<file path="src/rtl/ysyx_mem_arb_if.sv">
// ysyx_mem_arb_if: requester-side and downstream-bus signals of the memory arbiter
interface ysyx_mem_arb_if #(parameter int XLEN = 32);
  logic [XLEN-1:0] ifu_araddr;
  logic            ifu_arvalid;
  logic            ifu_flush;
  logic [XLEN-1:0] ifu_rdata;
  logic            ifu_rvalid;
  logic [XLEN-1:0] lsu_araddr;
  logic            lsu_arvalid;
  logic [XLEN-1:0] lsu_rdata;
  logic            lsu_rvalid;
  logic [XLEN-1:0] lsu_awaddr;
  logic [XLEN-1:0] lsu_wdata;
  logic [3:0]      lsu_wstrb;
  logic            lsu_awvalid;
  logic            lsu_bvalid;
  logic [XLEN-1:0] bus_araddr;
  logic [XLEN-1:0] bus_awaddr;
  logic [XLEN-1:0] bus_wdata;
  logic [3:0]      bus_wstrb;
  logic            bus_arvalid;
  logic            bus_awvalid;
  logic            bus_arready;
  logic            bus_awready;
  logic [XLEN-1:0] bus_rdata;
  logic            bus_rvalid;
  logic            bus_bvalid;
  modport slave (
    input  ifu_araddr, ifu_arvalid, ifu_flush, lsu_araddr, lsu_arvalid,
           lsu_awaddr, lsu_wdata, lsu_wstrb, lsu_awvalid,
           bus_arready, bus_awready, bus_rdata, bus_rvalid, bus_bvalid,
    output ifu_rdata, ifu_rvalid, lsu_rdata, lsu_rvalid, lsu_bvalid,
           bus_araddr, bus_awaddr, bus_wdata, bus_wstrb, bus_arvalid, bus_awvalid
  );
  modport master (
    output ifu_araddr, ifu_arvalid, ifu_flush, lsu_araddr, lsu_arvalid,
           lsu_awaddr, lsu_wdata, lsu_wstrb, lsu_awvalid,
           bus_arready, bus_awready, bus_rdata, bus_rvalid, bus_bvalid,
    input  ifu_rdata, ifu_rvalid, lsu_rdata, lsu_rvalid, lsu_bvalid,
           bus_araddr, bus_awaddr, bus_wdata, bus_wstrb, bus_arvalid, bus_awvalid
  );
endinterface

</file>
<file path="src/rtl/ysyx_mem_arb.sv">
// ysyx_mem_arb: single-outstanding IFU/LSU arbiter onto one memory bus; define YSYX_ARB_RR_EN for IFU/LSU round-robin on ties
module ysyx_mem_arb #(parameter int XLEN = 32) (
  input logic clock,
  input logic reset,
  ysyx_mem_arb_if.slave m
);
  typedef enum logic [2:0] {IDLE, RD_REQ, RD_WAIT, WR_REQ, WR_WAIT} state_t;
  state_t state, state_n;
  logic owner_ifu, drop, any_lsu, any_req, pick_ifu, rd_done;
  logic [XLEN-1:0] addr, wdata;
  logic [3:0] wstrb;
  assign any_lsu = m.lsu_awvalid || m.lsu_arvalid;
  assign any_req = any_lsu || m.ifu_arvalid;
`ifdef YSYX_ARB_RR_EN
  logic last_ifu;
  assign pick_ifu = m.ifu_arvalid && (!any_lsu || !last_ifu);
  // remember which class won the last grant so a tie alternates
  always_ff @(posedge clock)
    if (reset) last_ifu <= 1'b1;
    else if (state == IDLE && any_req) last_ifu <= pick_ifu;
`else
  assign pick_ifu = m.ifu_arvalid && !any_lsu;
`endif
  // next state: grant in IDLE, hold request until ready, wait for response
  always_comb begin
    state_n = state;
    case (state)
      IDLE:    state_n = !any_req ? IDLE : (m.lsu_awvalid && !pick_ifu) ? WR_REQ : RD_REQ;
      RD_REQ:  state_n = m.bus_arready ? RD_WAIT : RD_REQ;
      RD_WAIT: state_n = m.bus_rvalid ? IDLE : RD_WAIT;
      WR_REQ:  state_n = m.bus_awready ? WR_WAIT : WR_REQ;
      WR_WAIT: state_n = m.bus_bvalid ? IDLE : WR_WAIT;
      default: state_n = IDLE;
    endcase
  end
  // state register plus request latches, which only move while IDLE so the bus sees stable values
  always_ff @(posedge clock)
    if (reset) begin
      state <= IDLE;
      owner_ifu <= 1'b0;
      drop <= 1'b0;
    end else begin
      state <= state_n;
      if (state == IDLE) begin
        owner_ifu <= pick_ifu;
        addr <= pick_ifu ? m.ifu_araddr : m.lsu_awvalid ? m.lsu_awaddr : m.lsu_araddr;
        wdata <= m.lsu_wdata;
        wstrb <= m.lsu_wstrb;
        drop <= 1'b0;
      end else if (owner_ifu && (state == RD_REQ || state == RD_WAIT) && m.ifu_flush) drop <= 1'b1;
    end
  assign rd_done = !reset && state == RD_WAIT && m.bus_rvalid;
  assign m.bus_araddr = addr;
  assign m.bus_awaddr = addr;
  assign m.bus_wdata = wdata;
  assign m.bus_wstrb = wstrb;
  assign m.bus_arvalid = !reset && state == RD_REQ;
  assign m.bus_awvalid = !reset && state == WR_REQ;
  assign m.ifu_rdata = m.bus_rdata;
  assign m.lsu_rdata = m.bus_rdata;
  assign m.ifu_rvalid = rd_done && owner_ifu && !drop && !m.ifu_flush;
  assign m.lsu_rvalid = rd_done && !owner_ifu;
  assign m.lsu_bvalid = !reset && state == WR_WAIT && m.bus_bvalid;
endmodule

</file>
<file path="src/flat_wrapper.sv">
// flat-port wrapper written by rule: the top's interface ports become plain ports
module ysyx_mem_arb_flat 
#(parameter int XLEN = 32)
  (clock, reset, m_ifu_araddr, m_ifu_arvalid, m_ifu_flush, m_lsu_araddr, m_lsu_arvalid, m_lsu_awaddr, m_lsu_wdata, m_lsu_wstrb, m_lsu_awvalid, m_bus_arready, m_bus_awready, m_bus_rdata, m_bus_rvalid, m_bus_bvalid, m_ifu_rdata, m_ifu_rvalid, m_lsu_rdata, m_lsu_rvalid, m_lsu_bvalid, m_bus_araddr, m_bus_awaddr, m_bus_wdata, m_bus_wstrb, m_bus_arvalid, m_bus_awvalid);
  ysyx_mem_arb_if #(.XLEN(XLEN)) m_i ();
  input logic clock;
  input logic reset;
  input wire logic [$bits(m_i.ifu_araddr)-1:0] m_ifu_araddr;
  input wire logic [$bits(m_i.ifu_arvalid)-1:0] m_ifu_arvalid;
  input wire logic [$bits(m_i.ifu_flush)-1:0] m_ifu_flush;
  input wire logic [$bits(m_i.lsu_araddr)-1:0] m_lsu_araddr;
  input wire logic [$bits(m_i.lsu_arvalid)-1:0] m_lsu_arvalid;
  input wire logic [$bits(m_i.lsu_awaddr)-1:0] m_lsu_awaddr;
  input wire logic [$bits(m_i.lsu_wdata)-1:0] m_lsu_wdata;
  input wire logic [$bits(m_i.lsu_wstrb)-1:0] m_lsu_wstrb;
  input wire logic [$bits(m_i.lsu_awvalid)-1:0] m_lsu_awvalid;
  input wire logic [$bits(m_i.bus_arready)-1:0] m_bus_arready;
  input wire logic [$bits(m_i.bus_awready)-1:0] m_bus_awready;
  input wire logic [$bits(m_i.bus_rdata)-1:0] m_bus_rdata;
  input wire logic [$bits(m_i.bus_rvalid)-1:0] m_bus_rvalid;
  input wire logic [$bits(m_i.bus_bvalid)-1:0] m_bus_bvalid;
  output wire logic [$bits(m_i.ifu_rdata)-1:0] m_ifu_rdata;
  output wire logic [$bits(m_i.ifu_rvalid)-1:0] m_ifu_rvalid;
  output wire logic [$bits(m_i.lsu_rdata)-1:0] m_lsu_rdata;
  output wire logic [$bits(m_i.lsu_rvalid)-1:0] m_lsu_rvalid;
  output wire logic [$bits(m_i.lsu_bvalid)-1:0] m_lsu_bvalid;
  output wire logic [$bits(m_i.bus_araddr)-1:0] m_bus_araddr;
  output wire logic [$bits(m_i.bus_awaddr)-1:0] m_bus_awaddr;
  output wire logic [$bits(m_i.bus_wdata)-1:0] m_bus_wdata;
  output wire logic [$bits(m_i.bus_wstrb)-1:0] m_bus_wstrb;
  output wire logic [$bits(m_i.bus_arvalid)-1:0] m_bus_arvalid;
  output wire logic [$bits(m_i.bus_awvalid)-1:0] m_bus_awvalid;
  assign m_i.ifu_araddr = m_ifu_araddr;
  assign m_i.ifu_arvalid = m_ifu_arvalid;
  assign m_i.ifu_flush = m_ifu_flush;
  assign m_i.lsu_araddr = m_lsu_araddr;
  assign m_i.lsu_arvalid = m_lsu_arvalid;
  assign m_i.lsu_awaddr = m_lsu_awaddr;
  assign m_i.lsu_wdata = m_lsu_wdata;
  assign m_i.lsu_wstrb = m_lsu_wstrb;
  assign m_i.lsu_awvalid = m_lsu_awvalid;
  assign m_i.bus_arready = m_bus_arready;
  assign m_i.bus_awready = m_bus_awready;
  assign m_i.bus_rdata = m_bus_rdata;
  assign m_i.bus_rvalid = m_bus_rvalid;
  assign m_i.bus_bvalid = m_bus_bvalid;
  assign m_ifu_rdata = m_i.ifu_rdata;
  assign m_ifu_rvalid = m_i.ifu_rvalid;
  assign m_lsu_rdata = m_i.lsu_rdata;
  assign m_lsu_rvalid = m_i.lsu_rvalid;
  assign m_lsu_bvalid = m_i.lsu_bvalid;
  assign m_bus_araddr = m_i.bus_araddr;
  assign m_bus_awaddr = m_i.bus_awaddr;
  assign m_bus_wdata = m_i.bus_wdata;
  assign m_bus_wstrb = m_i.bus_wstrb;
  assign m_bus_arvalid = m_i.bus_arvalid;
  assign m_bus_awvalid = m_i.bus_awvalid;
  ysyx_mem_arb #(.XLEN(XLEN)) u_core (.clock(clock), .reset(reset), .m(m_i));
endmodule
</file>
<file path="config.mk">
export PLATFORM = sky130hd
export DESIGN_NAME = ysyx_mem_arb_flat
export DESIGN_NICKNAME = d
export VERILOG_FILES = /design/src/rtl/ysyx_mem_arb_if.sv /design/src/rtl/ysyx_mem_arb.sv /design/src/flat_wrapper.sv
export SDC_FILE = /design/constraint.sdc
export NUM_CORES = 1
export LEC_CHECK = 0
export CORE_AREA = 2 2 133 135
export CTS_BUF_LIST = sky130_fd_sc_hd__clkbuf_8
export DETAILED_ROUTE_END_ITERATION = 16
export DIE_AREA = 0 0 135 137
export DONT_BUFFER_PORTS = 1
export MAX_ROUTING_LAYER = met4
export PLACE_DENSITY = 0.36
export SYNTH_ARGS = -nofsm -noshare
export SYNTH_HDL_FRONTEND = slang
export SYNTH_SLANG_ARGS = --single-unit
</file>
<file path="constraint.sdc">
create_clock -name clock -period 12.53 [get_ports clock]
set_input_delay 2.506 -clock clock [delete_from_list [all_inputs] [get_ports clock]]
set_output_delay 2.506 -clock clock [all_outputs]
set_load 0.01 [all_outputs]
</file>
# [Word-level counts from Yosys, hierarchy flattened]
# Cells that the tools add are included.
# W data, S select, Z words.
[word_totals] word_cells=46 reg_bits=73 in_bits=174 output_inout_bits=169
[op_classes] eq_ne=4 mux=9 bitwise=1 n_reduce_logical=26
[ops] op="$mux W32" n=2
[ops] op="$pmux W3 S5" n=1
[ops] op="$logic_and A1 B1 Y1" n=14
[ops] op="$mux W3" n=3
[ops] op="$eq A3 B2 Y1 const B" n=2
[ops] op="$logic_not A1 Y1" n=6
[ops] op="$mux W2" n=3
[ops] op="$eq A3 B1 Y1 const B" n=1
[ops] op="$eq A3 B3 Y1 const B" n=1
[ops] op="$logic_not A3 Y1" n=1
[ops] op="$logic_or A1 B1 Y1" n=3
[ops] op="$reduce_and A2 Y1" n=1
[ops] op="$reduce_or A2 Y1" n=1
[ops] op="$not A1 Y1" n=1

# [Longest topological paths before layout]
# Gate-level depths: netlist (run 1).
[depth] ltp_word=8 depth_mapped=6 depth_no_buf=3

# [Worst setup path before layout (run 1)]
# Ideal clock, no wire load.
[synth_timing] path_kind="input -> register" startpoint="in reset" endpoint="reg u_core.addr[0] (netlist: u_core.m.bus_araddr[0]) (enable)" required_time_ps=11868 setup_time_ps=662 slack_ps=2717 t_arrival_ps=9151 stages=2 path_buffers=1 path_cell_list="clkbuf_1 nor4_1"
[synth_via] elab_chain_len=2
[synth_rtl] element="start, declared" line="flat_wrapper.sv:7" rtl="input logic reset;"
[synth_rtl] element="$not A1 Y1 (no line)"
[synth_rtl] element="$reduce_and A2 Y1 (no line)"
[synth_rtl] element="end signal, assigned" line="ysyx_mem_arb.sv:46" rtl="addr <= pick_ifu ? m.ifu_araddr : m.lsu_awvalid ? m.lsu_awaddr : m.lsu_araddr;"
[synth_rtl] element="end, declared" line="ysyx_mem_arb.sv:10" rtl="logic [XLEN-1:0] addr, wdata;"
# Every way passes these cells.
# A chain may end at the register's enable or synchronous reset.

# [Worst setup path in the final report (run 1)]
[layout_timing] startpoint="in reset" endpoint="out m_ifu_rvalid"
[layout_via] elab_chain_len=6
[layout_rtl] element="$logic_not A1 Y1" line="ysyx_mem_arb.sv:52" rtl="assign rd_done = !reset && state == RD_WAIT && m.bus_rvalid;"
[layout_rtl] element="$logic_and A1 B1 Y1 (2 in series)" line="ysyx_mem_arb.sv:52"
[layout_rtl] element="$logic_and A1 B1 Y1 (3 in series)" line="ysyx_mem_arb.sv:61" rtl="assign m.ifu_rvalid = rd_done && owner_ifu && !drop && !m.ifu_flush;"
[layout_rtl] element="end, declared" line="flat_wrapper.sv:23" rtl="output wire logic [$bits(m_i.ifu_rvalid)-1:0] m_ifu_rvalid;"
# Every way passes these cells.

==> impl_metrics.py, run 1 <==
metrics = {
    "run_status": {
        "status": "finished, final reports clean",
    },
    "job": {
        "maxCapViolCount": 0,
    },
    "drt": {
        "via_count": 1826,
        "viasPerCell": 4.13,
        "drtIter0Drc": 78,
        "route.met3.wl_microns": 1380,
        "met2_length_microns": 5230,
        "wl_per_cell_microns": 22.2,
        "drt_first_pass_iters": 4,
        "drc": 0,
        "wl_met1_microns": 2830,
        "top_layer_used": "met4",
        "routed_wl_microns": 9820,
        "detail-route-antenna-nets": 0,
    },
    "global_routing": {
        "grt_pass1_vias": 1855,
        "grt_pass1_wl_microns": 12800,
        "grt_overflow": 0,
        "antenna_found_initial": 1,
        "grt_max_degree": 59,
        "grt.total_usage_pct": 10.2,
    },
    "sta": {
        "slew_headroom_pct": 34.6,
        "final_max_slew_viol_count": 0,
        "totalNegativeSetupSlack_ns": 0,
        "final-setup-viol-count": 0,
        "hold_ws_ns": 0.551,
        "hold_violations": 0,
        "rsz0062_at_grt": "no",
        "min_period_ns": 5.76,
        "post-route-period-util_pct": 46.0,
        "worst_slew_pin_slew_ns": 0.980,
        "clock_skew_ns": 0.00933,
        "max_freq_ghz": 0.174,
        "setup_ws_ns": 6.77,
    },
    "floorplanning": {
        "initial_core_util_pct": 22.1,
        "die_h_microns": 137,
        "num_rows": 48,
        "core_area_sq_um": 17100,
        "die_width_microns": 135,
        "pin_count": 343,
        "dieArea_sq_um": 18500,
    },
    "clock_tree": {
        "numCtsBuffers": 9,
        "clk_latency_ns": 0.35,
        "cts_hold_buf": 0,
        "ctsResizeCount": 0,
        "cts_tree": "yes",
        "cts_num_sinks": 73,
        "htreeDepth": 3,
        "clk_path_buf_depth": 2,
        "cts_setup_buffers": 0,
        "cts_root_buf": "clkbuf_8",
        "clk_pin_slew_worst_paths_ns": 0.08,
    },
    "power_and_ir_drop": {
        "p_leak_nw": 1.12,
        "powerDensity_nw_per_um2": 161,
        "peakVddDrop_uv": 43.1,
        "p_seq_share_pct": 58.1,
        "pwr-share-clk_pct": 35.8,
        "comb_power_share_pct": 6.0,
        "p_sw_share_pct": 24.9,
        "p_sw_mw": 0.140,
        "internal-power_mw": 0.421,
        "finalPower_mw": 0.561,
    },
    "cells_and_area": {
        "final_area_sq_um": 3470,
        "fillers": 1845,
        "most-common-layout-cells": "edfxtp_1 (68), mux2i_1 (34), nand2_1 (33), o21ai_0 (24), clkbuf_8 (9)",
        "final_common_cell": "edfxtp_1",
        "fin_nets": 386,
        "area_growth_pct": -7.74,
        "multi_input_area_sq_um": 797,
        "layout-drive-gt1-share_pct": 10.2,
        "regArea_sq_um": 2140,
    },
    "yosys": {
        "yosysWarnings": 0,
        "synth_cell_type_count": 26,
        "syn_nets": 483,
        "ys_seq_area_share_pct": 56.9,
        "synth_seq_cells": 73,
        "synthCells": 309,
        "synth_area_sq_um": 3760,
        "syn_avg_cell_area_sq_um": 12.2,
    },
    "worst_setup_path": {
        "cp_cell_sequence": "nor3_1, nand3_1, nor4b_1",
        "cp_slowest_stage_delay_ns": 0.51,
        "worst_ep_arrival_time_ns": 3.25,
        "cp_data_required_time_ns": 10.02,
        "cp-end-kind": "output pin",
        "path_class": "in -> out",
        "critPathLaunchType": "input port",
        "slowest_stage": "nor4b_1",
        "path_max_fanout": 10,
        "ff2ff_setup_slack_ns": 10.65,
    },
    "placement": {
        "gp_congestion": 0.674,
        "dp_hpwl_microns": 7830,
        "place_ws_ns": 6.76,
        "numPortBuffers": 0,
        "dpl_cell_area_sq_um": 3250,
    },
    "min_path": {
        "min_path_type": "reg -> reg",
    },
}
[logic make-up (layout without fill, tap and decap cells)]
| family | count (synthesis) | in the layout | synth area share [%] |
|---|---|---|---|
| flops | 73 | 73 | 56.9 |
| compound gates | 35 | 35 | 4.82 |
| other cells | 0 | 1 | 0 |
| simple gates | 52 | 52 | 6.38 |
| buf+inv | 114 | 21 | 22.3 |
| mux | 35 | 35 | 9.64 |
[power by group through the flow]
stage	logic [mW]	registers, mW	clock network, mW
after floorplan	0.0712	0.323	0
after global placement	0.0349	0.333	0
after detailed placement	0.0358	0.332	0
after CTS	0.0357	0.327	0.212
after global routing	0.0392	0.329	0.222
final	0.0339	0.326	0.201
[worst max-delay path, delay by kind of cell]
kind          cells  cell delay [ns]
simple gates      3             0.75
[stage by stage]
stage,util (%),instances
floorplan,-,309
global placement,19.1,426
detailed placement,19.1,426
CTS,20.3,441
global route,20.4,442
finish,20.4,442
[flip-flops by register name (all words and copies together), names as in the netlist]
name,cells
u_core.m.bus_wstrb,4
u_core.owner_ifu,1
u_core.m.bus_wdata,32
u_core.m.bus_araddr,32
u_core.state,3
u_core.drop,1
[synth_stat cells]
| library cell | instances | area (sq um) |
|---|---|---|
| o21ai_1 | 8 | 40.0 |
| nand2_1 | 33 | 124 |
| a22oi_1 | 1 | 7.51 |
| inv_1 | 3 | 11.3 |
| mux4_2 | 1 | 22.5 |
| mux2i_1 | 34 | 340 |
| buf_6 | 4 | 45.0 |
| a41oi_1 | 1 | 8.76 |
| buf_2 | 6 | 30.0 |
| nor3_1 | 5 | 25.0 |
| a21oi_1 | 1 | 5.00 |
| nor3_2 | 1 | 10.0 |
| nand4_1 | 1 | 6.26 |
| nor2_1 | 4 | 15.0 |
| dfxtp_1 | 5 | 100 |
| clkbuf_2 | 1 | 5.00 |
| nor3b_2 | 1 | 12.5 |
| nand3_1 | 2 | 10.0 |
| nor4b_1 | 2 | 17.5 |
| o21ai_0 | 24 | 120 |
| edfxtp_1 | 68 | 2040 |
| buf_4 | 99 | 743 |
| nand3b_1 | 1 | 7.51 |
| clkbuf_1 | 1 | 3.75 |
| nor4_1 | 1 | 6.26 |
| or3_1 | 1 | 6.26 |
[layout make-up]
class	instances	area share, %
Inverter	3	0.324
Clock inverter	6	2.67
Timing Repair Buffer	3	0.648
Multi-Input combinational cell	122	22.9
Sequential cell	73	61.7
Clock buffer	9	3.57
Tap cell	225	8.11
Antenna cell	1	0.0720
[final timing paths]
| path | from | to | depth (start not counted) |
|---|---|---|---|
| max | reset | m_ifu_rvalid | 3 |
| min | u_core.owner_ifu | u_core.owner_ifu | 2 |
| min reg2reg | u_core.owner_ifu | u_core.owner_ifu | 2 |
| max reg2reg | u_core.state[0] | u_core.m.bus_araddr[12] | 2 |
[per-layer routing]
layer	vias to the layer above	track usage [%]
li1	791	-
met1	818	7.76
met2	185	18.4
met3	32	5.93
met4	0	6.25
met5	-	-
(Power assumes the default switching activity.)
==> inputs of run 2 (changes only) <==
==> constraint.sdc (replaced) <==
create_clock -name clock -period 5.5 [get_ports clock]
set_input_delay 1.1 -clock clock [delete_from_list [all_inputs] [get_ports clock]]
set_output_delay 1.1 -clock clock [all_outputs]
set_load 0.01 [all_outputs]
==> impl_metrics.py, run 2 (synthesized netlist as in run 1, its figures left out) <==
metrics = {
    "worst_setup_path": {
        "path_max_fanout": 10,
        "cp_data_required_time_ns": 4.40,
        "cp-end-kind": "output pin",
        "path_class": "in -> out",
        "critPathCapture": "m_ifu_rvalid",
        "ff2ff_setup_slack_ns": 3.79,
        "worst_ep_arrival_time_ns": 1.87,
        "r2r-start": "u_core.state[1]",
        "crit_path_start": "reset",
        "cp_cell_sequence": "nor3_1, nand3_1, nor4b_1",
        "cp_slowest_stage_delay_ns": 0.53,
        "critPathLaunchType": "input port",
        "timing.rr.end": "u_core.m.bus_araddr[15]",
        "slowest_stage": "nor4b_1",
        "reg2regPathDepth": 2,
    },
    "global_routing": {
        "grt_pass1_wl_microns": 12700,
        "grt_overflow": 0,
        "grt_max_degree": 50,
        "grt.total_usage_pct": 10.4,
        "antenna_found_initial": 1,
        "grt_pass1_vias": 1817,
    },
    "drt": {
        "wl_per_cell_microns": 22.8,
        "viasPerCell": 4.21,
        "drt_first_pass_iters": 4,
        "detail-route-antenna-nets": 0,
        "drc": 0,
        "drtIter0Drc": 77,
        "via_count": 1860,
        "routed_wl_microns": 10100,
    },
    "cells_and_area": {
        "final_common_cell": "edfxtp_1",
        "regArea_sq_um": 2140,
        "fillers": 1869,
        "area_growth_pct": -7.51,
        "layout-drive-gt1-share_pct": 10.2,
        "multi_input_area_sq_um": 806,
        "most-common-layout-cells": "edfxtp_1 (68), mux2i_1 (34), nand2_1 (33), o21ai_0 (24), clkbuf_8 (9)",
        "fin_nets": 386,
        "stdcell_count": 442,
    },
    "job": {
        "maxCapViolCount": 0,
    },
    "clock_tree": {
        "cts_num_sinks": 73,
        "htreeDepth": 3,
        "cts_root_buf": "clkbuf_8",
        "cts_setup_buffers": 0,
        "cts_hold_buf": 0,
        "clk_pin_slew_worst_paths_ns": 0.08,
        "clk_path_buf_depth": 2,
        "clk_latency_ns": 0.35,
        "numCtsBuffers": 9,
        "ctsResizeCount": 0,
        "cts_tree": "yes",
    },
    "power_and_ir_drop": {
        "powerDensity_nw_per_um2": 372,
        "p_leak_nw": 1.12,
        "peakVddDrop_uv": 126,
    },
    "placement": {
        "numPortBuffers": 0,
        "dp_cells": 426,
        "dp_hpwl_microns": 7830,
        "gp_congestion": 0.712,
    },
    "sta": {
        "totalNegativeSetupSlack_ns": 0,
        "final_max_slew_viol_count": 0,
        "post-route-period-util_pct": 54.0,
        "min_period_ns": 2.97,
        "slew_headroom_pct": 47.6,
        "max_freq_ghz": 0.337,
        "hold_violations": 0,
        "final-setup-viol-count": 0,
        "clock_skew_ns": 0.00920,
        "rsz0062_at_grt": "no",
        "worst_slew_pin_slew_ns": 0.785,
    },
    "min_path": {
        "hold_depth": 2,
        "min_path_type": "reg -> reg",
    },
    "floorplanning": {
        "core_area_sq_um": 17100,
        "die_width_microns": 135,
        "die_h_microns": 137,
        "dieArea_sq_um": 18500,
        "pin_count": 343,
        "initial_core_util_pct": 22.1,
        "num_rows": 48,
    },
    "run_status": {
        "status": "finished, final reports clean",
    },
}
## run 2: cell counts in the layout (fill, tap and decap cells not counted)
No cell type changed its count.
## run 2: metal layers
| metal | global-route usage [%] | part of all wire [%] | vias to the layer above | wire, microns |
|---|---|---|---|---|
| met5 | - | 0 | - | 0 |
| met4 | 6.08 | 3.4 | 0 | 340 |
| met3 | 6.07 | 14 | 44 | 1380 |
| met2 | 18.6 | 53 | 190 | 5390 |
| met1 | 8.20 | 29 | 839 | 2970 |
| li1 | - | - | 787 | - |
## run 2: cell type report
| type | instances | area share [%] |
|---|---|---|
| antenna | 1 | 0.0719 |
| clock buffer | 9 | 3.56 |
| clock inverter | 6 | 2.66 |
| inverter | 3 | 0.323 |
| multi-input combinational | 122 | 23.1 |
| sequential | 73 | 61.5 |
| tap | 225 | 8.08 |
| timing repair buffer | 3 | 0.647 |
## run 2: metrics by stage
stage	worst slack (ns)	utilization (%)	power [mW]	instance area [sq um]	hold slack [ns]
finish	2.53	20.4	1.29	3480	0.558
global route	2.42	20.4	1.36	3480	0.597
detailed placement	2.50	19.1	0.839	3260	0.550
CTS	2.50	20.4	1.33	3480	0.562
floorplan	1.58	-	0.892	3780	0.497
global placement	2.50	19.1	0.839	3260	0.536
## run 2: how the worst min path moves through the flow
stage,startpoint,endpoint
2_1_floorplan,u_core.owner_ifu,u_core.owner_ifu
3_3_place_gp,u_core.owner_ifu,u_core.owner_ifu
4_1_cts,u_core.owner_ifu,u_core.owner_ifu
6_report,u_core.owner_ifu,u_core.owner_ifu
3_5_place_dp,u_core.owner_ifu,u_core.owner_ifu
5_1_grt,u_core.owner_ifu,u_core.owner_ifu
## run 2: where the power goes
part | internal (mW) | switching (mW) | total (mW)
Sequential | 0.675 | 0.0692 | 0.744
Combinational | 0.0297 | 0.0478 | 0.0775
Clock | 0.255 | 0.218 | 0.473
Total | 0.960 | 0.335 | 1.29
## run 2: critical path, delay by kind of cell
family,cells,cell delay [ns]
and+or+nand+nor,3,0.77
==> inputs of run 3 (changes only) <==
==> constraint.sdc (replaced) <==
create_clock -name clock -period 2.8 [get_ports clock]
set_input_delay 0.56 -clock clock [delete_from_list [all_inputs] [get_ports clock]]
set_output_delay 0.56 -clock clock [all_outputs]
set_load 0.01 [all_outputs]
==> impl_metrics.py, run 3 (synthesized netlist as in run 1, its figures left out) <==
metrics = {
    "run_status": {
        "status": "finished, final reports clean",
    },
    "power_and_ir_drop": {
        "powerDensity_nw_per_um2": 726,
        "peakVddDrop_uv": 187,
        "p_leak_nw": 1.14,
        "finalPower_mw": 2.54,
    },
    "cells_and_area": {
        "utilization_pct": 20.5,
        "final_common_cell": "edfxtp_1",
        "stdcell_count": 444,
        "layout-drive-gt1-share_pct": 11.0,
        "fin_nets": 388,
        "n_antenna_cell": 0,
        "area_growth_pct": -7.15,
        "regArea_sq_um": 2140,
        "fillers": 1853,
        "multi_input_area_sq_um": 806,
        "most-common-layout-cells": "edfxtp_1 (68), mux2i_1 (34), nand2_1 (33), o21ai_0 (24), clkbuf_8 (9)",
    },
    "sta": {
        "post-route-period-util_pct": 76.7,
        "min_period_ns": 2.15,
        "clock_skew_ns": 0.0200,
        "final-setup-viol-count": 0,
        "rsz0062_at_grt": "no",
        "worst_slew_pin_slew_ns": 0.626,
        "final_max_slew_viol_count": 0,
        "max_freq_ghz": 0.466,
        "slew_headroom_pct": 58.3,
        "setup_ws_ns": 0.654,
        "hold_violations": 0,
    },
    "drt": {
        "routed_wl_microns": 10100,
        "detail-route-antenna-nets": 0,
        "drtIter0Drc": 85,
        "wl_per_cell_microns": 22.7,
        "via_count": 1842,
        "drt_first_pass_iters": 4,
        "viasPerCell": 4.15,
        "drc": 0,
    },
    "global_routing": {
        "grt_overflow": 0,
        "grt_max_degree": 50,
        "met1_usage_pct": 8.16,
        "grt_pass1_wl_microns": 12700,
        "antenna_found_initial": 0,
        "grtUsageMet2_pct": 19.1,
        "use_met3_pct": 5.33,
        "grt_pass1_vias": 1774,
        "grt_busiest_layer": "met2",
        "grt.total_usage_pct": 10.3,
    },
    "worst_setup_path": {
        "cp-end-kind": "output pin",
        "worst_ep_arrival_time_ns": 1.59,
        "ff2ff_setup_slack_ns": 1.08,
        "reg2regPathDepth": 2,
        "cp_data_required_time_ns": 2.24,
        "path_class": "reg -> out",
        "crit_buf_inv": 1,
        "critPathLaunchType": "flop",
        "r2r-start": "u_core.state[1]",
        "path_max_fanout": 10,
        "timing.rr.end": "u_core.m.bus_wdata[5]",
        "slowest_stage": "dfxtp_1",
        "cp_slowest_stage_delay_ns": 0.44,
        "crit_family": "simple AND/OR/NAND/NOR gates",
        "cp_cell_sequence": "nor3_1, nand3_1, nor4b_1, buf_4",
    },
    "clock_tree": {
        "clk_path_buf_depth": 2,
        "clk_pin_slew_worst_paths_ns": 0.09,
        "cts_num_sinks": 73,
        "cts_hold_buf": 0,
        "numCtsBuffers": 9,
        "clk_latency_ns": 0.36,
        "cts_root_buf": "clkbuf_8",
        "cts_setup_buffers": 0,
        "ctsResizeCount": 0,
        "htreeDepth": 3,
        "cts_tree": "yes",
    },
    "floorplanning": {
        "pin_count": 343,
        "initial_core_util_pct": 22.1,
        "num_rows": 48,
        "die_h_microns": 137,
        "dieArea_sq_um": 18500,
        "die_width_microns": 135,
        "core_area_sq_um": 17100,
    },
    "placement": {
        "dp_cells": 428,
        "numPortBuffers": 0,
        "gp_congestion": 0.722,
        "place_ws_ns": 0.998,
        "dp_hpwl_microns": 8020,
    },
    "job": {
        "maxCapViolCount": 0,
    },
    "min_path": {
        "hold_depth": 1,
        "min_path_type": "in -> reg",
        "min-delay-start": "reset",
        "min_to": "u_core.state[2]",
    },
}
run 3: changes by cell type in the layout (fill, tap and decap cells not counted), sizes merged:
cell and change:
clkinvlp -1, inv +1, buf +2, clkinv +1
diode -1
run 3: worst max path at each step:
stage	start	endpoint	slack, ns	cells past startpoint
after floorplan	reset	u_core.m.bus_araddr[0]	-0.50	2
after global placement	reset	m_ifu_rvalid	0.99	4
after detailed placement	reset	m_ifu_rvalid	1.0	4
after CTS	u_core.state[2]	m_ifu_rvalid	0.63	4
after global routing	u_core.state[0]	m_ifu_rvalid	0.40	4
final	u_core.state[2]	m_ifu_rvalid	0.65	4
run 3: worst reg2reg max path, stage by stage, from the launching register on:
cell and delay [ns]:
dfxtp_1 0.44, nor4_4 0.31, buf_4 0.55
run 3: final cells by class:
class                           instances  area share, %
Clock buffer                            9           3.54
Inverter                                3          0.322
Timing Repair Buffer                    5           1.07
Multi-Input combinational cell        122           23.0
Sequential cell                        73           61.3
Clock inverter                          7           2.68
Tap cell                              225           8.05
run 3: where the power goes:
part	leakage [nW]	internal [mW]	switching (mW)	total [mW]
logic	0.348	0.0591	0.0953	0.154
clock network	0.111	0.502	0.421	0.923
registers	0.683	1.33	0.134	1.46
total	1.14	1.89	0.650	2.54
run 3: through the flow:
step	area, sq um	TNS [ns]	hold WS, ns
finish	3500	0	0.254
global route	3500	0	0.216
CTS	3500	0	0.219
detailed placement	3280	0	0.540
global placement	3280	0	0.542
floorplan	3800	-34.17	0.497
run 3: metal layers:
layer	up-vias	part of all wire (%)
li1	793	-
met1	819	28
met2	194	56
met3	36	13
met4	0	2.9
met5	-	0
